--- src/rtl/gray_codec_if.sv ---
// Handshake bundle for gray_codec: producer-side input channel and consumer-side output channel.
// The slave modport is the converter; the master modport is whoever drives and drains it.
interface gray_codec_if #(
    parameter int WIDTH = 4
);
    logic             in_valid;
    logic             in_ready;
    logic             in_dir;
    logic [WIDTH-1:0] in_data;
    logic             out_valid;
    logic             out_ready;
    logic [WIDTH-1:0] out_data;
    logic             out_dir;
    logic             adj_err;

    modport master (
        output in_valid, in_dir, in_data, out_ready,
        input  in_ready, out_valid, out_data, out_dir, adj_err
    );

    modport slave (
        input  in_valid, in_dir, in_data, out_ready,
        output in_ready, out_valid, out_data, out_dir, adj_err
    );
endinterface

--- src/rtl/gray_codec.sv ---
// Bidirectional binary/Gray converter with a 2-entry output buffer and a
// Gray-sequence adjacency checker on the Gray->binary direction.
module gray_codec #(
    parameter int WIDTH = 4
) (
    input  logic          clk,
    input  logic          rst_n,
    input  logic          clr,
    gray_codec_if.slave   bus
);
    typedef enum logic [1:0] {
        ST_EMPTY = 2'd0,
        ST_ONE   = 2'd1,
        ST_FULL  = 2'd2
    } fifo_state_t;

    fifo_state_t      r_state;
    logic [WIDTH-1:0] r_mem_data [2];
    logic             r_mem_dir  [2];
    logic             r_mem_err  [2];
    logic             r_wr_ptr;
    logic             r_rd_ptr;
    logic [WIDTH-1:0] r_hist;
    logic             r_hist_vld;

    logic [WIDTH-1:0] w_b2g;
    logic [WIDTH-1:0] w_g2b;
    logic [WIDTH-1:0] w_conv;
    logic [WIDTH-1:0] w_diff;
    logic             w_one_bit;
    logic             w_adj_err;
    logic             w_push;
    logic             w_pop;

    assign w_b2g = bus.in_data ^ (bus.in_data >> 1);

    // Each binary bit is the XOR of all Gray bits at and above it.
    genvar gi;
    generate
        for (gi = 0; gi < WIDTH; gi++) begin : g_g2b
            assign w_g2b[gi] = ^(bus.in_data >> gi);
        end
    endgenerate

    assign w_conv = bus.in_dir ? w_g2b : w_b2g;

    // Exactly one bit differs when diff is nonzero and a power of two.
    assign w_diff    = bus.in_data ^ r_hist;
    assign w_one_bit = (w_diff != '0) && ((w_diff & (w_diff - WIDTH'(1))) == '0);
    assign w_adj_err = bus.in_dir && r_hist_vld && !clr && !w_one_bit;

    assign bus.in_ready  = (r_state != ST_FULL);
    assign bus.out_valid = (r_state != ST_EMPTY);
    assign bus.out_data  = r_mem_data[r_rd_ptr];
    assign bus.out_dir   = r_mem_dir[r_rd_ptr];
    assign bus.adj_err   = r_mem_err[r_rd_ptr];

    assign w_push = bus.in_valid && bus.in_ready;
    assign w_pop  = bus.out_valid && bus.out_ready;

    always_ff @(posedge clk) begin
        if (!rst_n) begin
            r_state    <= ST_EMPTY;
            r_wr_ptr   <= 1'b0;
            r_rd_ptr   <= 1'b0;
            r_hist     <= '0;
            r_hist_vld <= 1'b0;
            for (int i = 0; i < 2; i++) begin
                r_mem_data[i] <= '0;
                r_mem_dir[i]  <= 1'b0;
                r_mem_err[i]  <= 1'b0;
            end
        end else begin
            if (w_push) begin
                r_mem_data[r_wr_ptr] <= w_conv;
                r_mem_dir[r_wr_ptr]  <= bus.in_dir;
                r_mem_err[r_wr_ptr]  <= w_adj_err;
                r_wr_ptr             <= ~r_wr_ptr;
            end
            if (w_pop) begin
                r_rd_ptr <= ~r_rd_ptr;
            end

            case (r_state)
                ST_EMPTY: if (w_push) r_state <= ST_ONE;
                ST_ONE: begin
                    if (w_push && !w_pop)      r_state <= ST_FULL;
                    else if (!w_push && w_pop) r_state <= ST_EMPTY;
                end
                ST_FULL:  if (w_pop) r_state <= ST_ONE;
                default:  r_state <= ST_EMPTY;
            endcase

            // A Gray transfer in the same cycle as clr becomes the fresh history.
            if (w_push && bus.in_dir) begin
                r_hist     <= bus.in_data;
                r_hist_vld <= 1'b1;
            end else if (clr) begin
                r_hist_vld <= 1'b0;
            end
        end
    end
endmodule

--- src/flat_wrapper.sv ---
// flat-port wrapper written by rule: the top's interface ports become plain ports
module gray_codec_flat 
#(
    parameter int WIDTH = 4
)
  (clk, rst_n, clr, bus_in_valid, bus_in_dir, bus_in_data, bus_out_ready, bus_in_ready, bus_out_valid, bus_out_data, bus_out_dir, bus_adj_err);
  gray_codec_if #(.WIDTH(WIDTH)) bus_i ();
  input  logic clk;
  input  logic rst_n;
  input  logic clr;
  input wire logic [$bits(bus_i.in_valid)-1:0] bus_in_valid;
  input wire logic [$bits(bus_i.in_dir)-1:0] bus_in_dir;
  input wire logic [$bits(bus_i.in_data)-1:0] bus_in_data;
  input wire logic [$bits(bus_i.out_ready)-1:0] bus_out_ready;
  output wire logic [$bits(bus_i.in_ready)-1:0] bus_in_ready;
  output wire logic [$bits(bus_i.out_valid)-1:0] bus_out_valid;
  output wire logic [$bits(bus_i.out_data)-1:0] bus_out_data;
  output wire logic [$bits(bus_i.out_dir)-1:0] bus_out_dir;
  output wire logic [$bits(bus_i.adj_err)-1:0] bus_adj_err;
  assign bus_i.in_valid = bus_in_valid;
  assign bus_i.in_dir = bus_in_dir;
  assign bus_i.in_data = bus_in_data;
  assign bus_i.out_ready = bus_out_ready;
  assign bus_in_ready = bus_i.in_ready;
  assign bus_out_valid = bus_i.out_valid;
  assign bus_out_data = bus_i.out_data;
  assign bus_out_dir = bus_i.out_dir;
  assign bus_adj_err = bus_i.adj_err;
  gray_codec #(.WIDTH(WIDTH)) u_core (.clk(clk), .rst_n(rst_n), .clr(clr), .bus(bus_i));
endmodule
--- config.mk ---
export PLATFORM = sky130hd
export DESIGN_NAME = gray_codec_flat
export DESIGN_NICKNAME = d
export VERILOG_FILES = /design/src/rtl/gray_codec_if.sv /design/src/rtl/gray_codec.sv /design/src/flat_wrapper.sv
export SDC_FILE = /design/constraint.sdc
export NUM_CORES = 1
export LEC_CHECK = 0
export BUFFER_PORTS_ARGS = -buffer_cell sky130_fd_sc_hd__buf_2
export CORE_UTILIZATION = 53
export DETAILED_ROUTE_END_ITERATION = 6
export PLACE_DENSITY = 0.82
export SETUP_SLACK_MARGIN = 0.4
export SYNTH_ARGS = -nofsm -noshare
export SYNTH_HDL_FRONTEND = slang
export SYNTH_SLANG_ARGS = --single-unit
--- constraint.sdc ---
create_clock -name clk -period 1.6 [get_ports clk]
set_clock_uncertainty 0.1 [all_clocks]
set_input_delay 0.32 -clock clk [delete_from_list [all_inputs] [get_ports clk]]
set_output_delay 0.32 -clock clk [all_outputs]
set_load 0.1 [all_outputs]
==> impl_metrics.json, run 1 <==
{
  "crit_path_end_kind": "primary output",
  "layout.nets": 142,
  "yosysTopAreaCellShare_pct": 26.6,
  "met1_length_um": 1240,
  "numCtsBuffers": 3,
  "clkPwrFrac_pct": 19.6,
  "dr.pass1.iters": 4,
  "status": "finished with violations",
  "violations": "negative setup slack",
  "grt_pass1_wl_um": 3820,
  "cp.required_ps": 1180,
  "highest_layer": "met4",
  "reg2reg_setup_slack_ps": 80,
  "synthCells": 101,
  "crit_path_end": "bus_out_data[1]",
  "synth_top_cell_by_area": "dfxtp_1",
  "layout_common_cells": "9 x buf_2, 9 x buf_6, 8 x buf_12, 8 x edfxtp_1, 7 x dfxtp_1",
  "dp_cells": 140,
  "place_area_sq_um": 1340,
  "slew_headroom_pct": 64.9,
  "vias": 927,
  "fin_ws_ps": -65.6,
  "r2r_start": "u_core.r_state[0]",
  "cts_tree": "done",
  "finalNonFillerCells": 156,
  "clock_latency_ps": 320,
  "finalHoldViolCount": 0,
  "post-route-drc-count": 0,
  "timing.rr.end": "u_core.r_mem_data[1][0]",
  "cap_viol_max_count": 0,
  "wl_um": 3200,
  "fmax_ghz": 0.600,
  "power_density_nw_per_um2": 876,
  "period_needed_ps": 1670,
  "die_area_sq_um": 2170,
  "cts.sinks": 22,
  "setup.worst_path.class": "flip-flop to primary output",
  "p_sw_mw": 0.501,
  "wl_met2_um": 1620,
  "dieWidth_um": 46.6,
  "globalRouteOverflowTotal": 0,
  "first_global_vias": 817,
  "worst_slew_pin_slew_ps": 523,
  "finalCritPeriodShare_pct": 104,
  "vdd_drop_max_mv": 0.702,
  "fillers": 76,
  "h-tree-depth": 1,
  "crit_fanout": 6,
  "rsz0062_at_grt": "yes",
  "p_leak_nw": 0.675,
  "cts-root-buf": "clkbuf_4",
  "cp-start-kind": "flip-flop",
  "rows": 15,
  "drtAntennaViolNets": 0,
  "io_pins": 18,
  "start_util_pct": 58.4,
  "worst-r2r-cell-count": 5,
  "dr_wl_met3_um": 226,
  "globalRouteTotalUtil_pct": 26.7,
  "coreArea_sq_um": 1800,
  "hp-class": "input pin to flip-flop",
  "cts_hold_buf": 0,
  "cp.arrival_ps": 1250,
  "path_clk_slew_ps": 140,
  "dpl.hpwl_um": 1550,
  "synth_seq_cells": 22,
  "synth.area.top_cells": "dfxtp_1 27%, edfxtp_1 23%, xnor2_1 7.5%",
  "ys_warn_count": 0,
  "port-buffer-count": 17,
  "antenna_found_initial": 0,
  "setup_viol": 6,
  "syn_nets": 111,
  "wl_per_cell_um": 20.5,
  "finalWeightedCongestion": 0.756,
  "internal_power_mw": 0.924,
  "grt_max_degree": 13,
  "slew_violations": 0,
  "fp.dieH_um": 46.6,
  "clock_path_buffers": 2,
  "synth.avg_cell_area_sq_um": 10.4,
  "power_switching_share_pct": 35.2,
  "combPwrFrac_pct": 35.0,
  "final_layout_size_suffix_gt1_share_pct": 52.7,
  "drt_iter0_drc": 30,
  "synth_area_sq_um": 1050,
  "antenna_cells": 0,
  "seq_power_share_pct": 45.4,
  "ys_seq_area_share_pct": 49.5,
  "final_area_sq_um": 1630,
  "synth.distinct_cells": 27,
  "via_per_inst": 5.94,
  "area_growth_pct": 54.6
}
flip-flops by register name (all words and copies together) (netlist names), named ones only:
register and count:
u_core.r_state 2, u_core.r_mem_err 2, u_core.r_hist_vld 1, u_core.r_hist 4, u_core.r_mem_data 8, u_core.r_rd_ptr 1, u_core.r_mem_dir 2, u_core.r_wr_ptr 1
cell type report:
cell class	count	area (sq um)	share of cell area, %
multi-input combinational	72	683	42.0
sequential	22	534	32.8
timing repair buffer	31	344	21.2
tap	25	31.3	1.92
clock buffer	4	26.3	1.62
inverter	2	7.51	0.462
per-layer routing:
layer  vias to the layer above  global-route usage [%]
li1                        413                       -
met1                       446                    30.9
met2                        53                    44.7
met3                        15                    6.67
met4                         0                    14.1
met5                         -                       0
per-stage QoR:
stage	power (mW)	util, %	setup TNS [ps]	hold slack [ps]	setup WS, ps
after floorplan	0.931	-	0	344	129
after global placement	1.04	74.2	0	367	146
after detailed placement	1.05	74.2	0	386	67.8
after CTS	1.33	82.2	-344	227	-61.2
after global routing	1.46	90.3	-480	213	-86.4
final	1.43	90.3	-351	216	-65.6
critical path, stage by stage, from the launching register on:
cell     delay, ps
dfxtp_4        430
mux2_4         330
buf_12         170
power groups by stage:
stage | combinational, mW | clock [mW] | sequential [mW]
after CTS | 0.428 | 0.263 | 0.643
after floorplan | 0.290 | 0 | 0.641
after detailed placement | 0.400 | 0 | 0.653
final | 0.499 | 0.279 | 0.647
after global routing | 0.519 | 0.293 | 0.649
after global placement | 0.391 | 0 | 0.649
Yosys cell counts:
cell	number
o311ai_1	1
nand3_1	4
o21ai_0	2
a21oi_1	1
inv_1	2
nor3b_1	1
mux2_2	6
xnor2_1	9
nand4b_1	3
dfxtp_1	14
nor2b_1	5
a21boi_0	2
and3b_1	1
nor2_1	9
or2_2	1
o41ai_1	2
o22ai_1	1
buf_2	1
nand3b_1	1
mux2i_1	6
edfxtp_1	8
xor2_1	3
nand2b_1	2
nand2_1	8
nand4_1	1
clkbuf_1	4
and2_1	3
cells by family after synthesis:
| kind of cell | count (synthesis) | share of synthesized area, % |
|---|---|---|
| AOI/OAI and AO/OA | 9 | 5.95 |
| xor gates and xnor gates | 12 | 9.99 |
| buffers and inverters | 7 | 2.62 |
| DFF | 22 | 49.5 |
| muxes | 12 | 12.1 |
| and+or+nand+nor | 39 | 19.9 |
worst min path at each step:
stage                              startpoint                  end  slack [ps]  cells past startpoint
after floorplan           u_core.r_mem_dir[1]  u_core.r_mem_dir[1]         340                      2
after global placement    u_core.r_mem_dir[1]  u_core.r_mem_dir[1]         370                      2
after detailed placement  u_core.r_mem_err[1]  u_core.r_mem_err[1]         390                      2
after CTS                          bus_in_dir  u_core.r_mem_err[0]         230                      3
after global routing                    rst_n     u_core.r_hist[2]         210                      2
final                                   rst_n     u_core.r_hist[3]         220                      2
timing repair:
action / 4_1_cts / 5_1_grt
endpoints found under the setup margin: 28 / 34
pin swaps: 9 / 9
gates resized for setup: 20 / 22
setup buffers: 5 / 7
(Power assumes the default switching activity.)
==> run 2, diff against run 1 <==
--- a/config.mk
+++ b/config.mk
@@ -6,9 +6,11 @@
 export NUM_CORES = 1
 export LEC_CHECK = 0
 export BUFFER_PORTS_ARGS = -buffer_cell sky130_fd_sc_hd__buf_2
-export CORE_UTILIZATION = 53
+export CELL_PAD_IN_SITES_DETAIL_PLACEMENT = 0
+export CELL_PAD_IN_SITES_GLOBAL_PLACEMENT = 1
+export CORE_UTILIZATION = 41
 export DETAILED_ROUTE_END_ITERATION = 6
-export PLACE_DENSITY = 0.82
+export PLACE_DENSITY = 0.81
 export SETUP_SLACK_MARGIN = 0.4
 export SYNTH_ARGS = -nofsm -noshare
 export SYNTH_HDL_FRONTEND = slang
==> run 2 against run 1 <==
  * The run still ends with negative setup slack left
  * Total power fell by 4.0%
  * Wire length decreased by 36%
  * Via count is 13% lower
  * Critical path type unchanged
  * Largest power group unchanged
  * Highest routed layer unchanged
==> impl_metrics.json, run 2 (synthesized netlist as in run 1, its figures left out) <==
{
  "power_density_nw_per_um2": 864,
  "cap_viol_max_count": 0,
  "vias": 806,
  "antenna_found_initial": 0,
  "reg2reg_setup_slack_ps": 160,
  "finalCritPeriodShare_pct": 104,
  "path_clk_slew_ps": 120,
  "holdPathStages": 3,
  "dr.pass1.iters": 4,
  "coreArea_sq_um": 2320,
  "cts.sinks": 22,
  "timing.rr.end": "u_core.r_mem_data[1][3]",
  "status": "finished with violations",
  "finalHoldViolCount": 0,
  "layout_commonest_cell": "buf_2",
  "cts-root-buf": "clkbuf_4",
  "drt_iter0_drc": 15,
  "cts_hold_buf": 0,
  "rsz0062_at_grt": "yes",
  "fp.dieH_um": 52.7,
  "slew_violations": 0,
  "globalRouteOverflowTotal": 0,
  "fin_ws_ps": -63.4,
  "final_layout_size_suffix_gt1_share_pct": 50.8,
  "setup.worst_path.class": "flip-flop to primary output",
  "period_needed_ps": 1660,
  "grt_pass1_wl_um": 3390,
  "regMostFlops": "u_core.r_mem_data",
  "hp-class": "input pin to flip-flop",
  "layout.nets": 139,
  "slew_headroom_pct": 81.1,
  "seq_area_sq_um": 537,
  "dpl.hpwl_um": 1420,
  "layout_common_cells": "9 x buf_2, 8 x buf_12, 8 x edfxtp_1",
  "h-tree-depth": 1,
  "antenna_cells": 0,
  "vdd_drop_max_mv": 0.610,
  "dieWidth_um": 52.7,
  "area_growth_pct": 50.5,
  "grt_max_degree": 19,
  "whs_endpoint": "u_core.r_mem_err[0]",
  "wl_um": 2040,
  "die_area_sq_um": 2770,
  "io_pins": 18,
  "port-buffer-count": 17,
  "cp.required_ps": 1180,
  "start_util_pct": 45.4,
  "wl_per_cell_um": 13.1,
  "dp_slack_ps": 94.4,
  "first_global_vias": 789,
  "final.setup.tns_ps": -363,
  "numCtsBuffers": 3,
  "setup_viol": 6,
  "globalRouteTotalUtil_pct": 16.9,
  "drtAntennaViolNets": 0,
  "reg_top3": "u_core.r_mem_data x8, u_core.r_hist x4",
  "rows": 17,
  "multi_input_area_sq_um": 676,
  "cp-start-kind": "flip-flop",
  "finalWeightedCongestion": 0.758,
  "crit_path_end_kind": "primary output",
  "fillers": 179,
  "via_per_inst": 5.17,
  "cp.arrival_ps": 1240,
  "worst-r2r-cell-count": 4,
  "cts_tree": "done",
  "fmax_ghz": 0.601,
  "p_leak_nw": 0.659,
  "violations": "negative setup slack",
  "hold_start": "bus_in_dir",
  "post-route-drc-count": 0,
  "clock_path_buffers": 2,
  "r2r_start": "u_core.r_state[0]",
  "largest_register_ffs": 8,
  "worst_slew_pin_slew_ps": 282,
  "clock_latency_ps": 320,
  "whs_ps": 224,
  "crit_fanout": 6
}
-- run 2: layer usage --
layer / wire length, um / track usage (%)
met5: 0 / 0
met4: 35 / 6.58
met2: 1010 / 29.3
met3: 87 / 2.61
met1: 911 / 20.7
-- run 2: metrics by stage --
stage | utilization (%) | instances | power [mW] | cell area (sq um)
final | 68.3 | 156 | 1.37 | 1580
after global routing | 68.3 | 156 | 1.41 | 1580
after CTS | 63.6 | 153 | 1.33 | 1480
after detailed placement | 57.8 | 143 | 1.05 | 1340
after global placement | 57.8 | 143 | 1.04 | 1340
after floorplan | - | 101 | 0.931 | 1130
-- run 2: area by class of cell --
cell class	count	area share, %
clock buffer	4	1.66
inverter	2	0.474
multi-input combinational	72	42.7
sequential	22	33.9
tap	28	2.21
timing repair buffer	28	19.1
-- run 2: power by group --
| part | internal (mW) | switching (mW) | total (mW) |
|---|---|---|---|
| clock network | 0.0978 | 0.171 | 0.269 |
| logic | 0.197 | 0.262 | 0.458 |
| registers | 0.615 | 0.0259 | 0.641 |
-- run 2: worst max-delay path: stages (launching register included) --
cell and delay [ps]:
dfxtp_4 430, mux2_4 330, buf_12 170
-- run 2: what timing repair did --
| item | CTS | global route |
|---|---|---|
| cloned | 0 | 0 |
| hold endpoints to repair | 0 | 0 |
| endpoints found under the setup margin | 29 | 33 |
| pin swaps | 5 | 8 |
| gates resized for setup | 16 | 19 |
| setup buffers | 6 | 3 |
-- run 2: how the worst max path moves through the flow --
stage / depth (start not counted) / end / startpoint
floorplan: 4 / u_core.r_mem_data[1][0] / u_core.r_state[0]
global placement: 2 / bus_adj_err / flip-flop
detailed placement: 5 / u_core.r_mem_err[0] / bus_in_data[3]
CTS: 2 / bus_out_data[3] / flip-flop
global route: 2 / bus_adj_err / flip-flop
finish: 2 / bus_out_data[3] / flip-flop
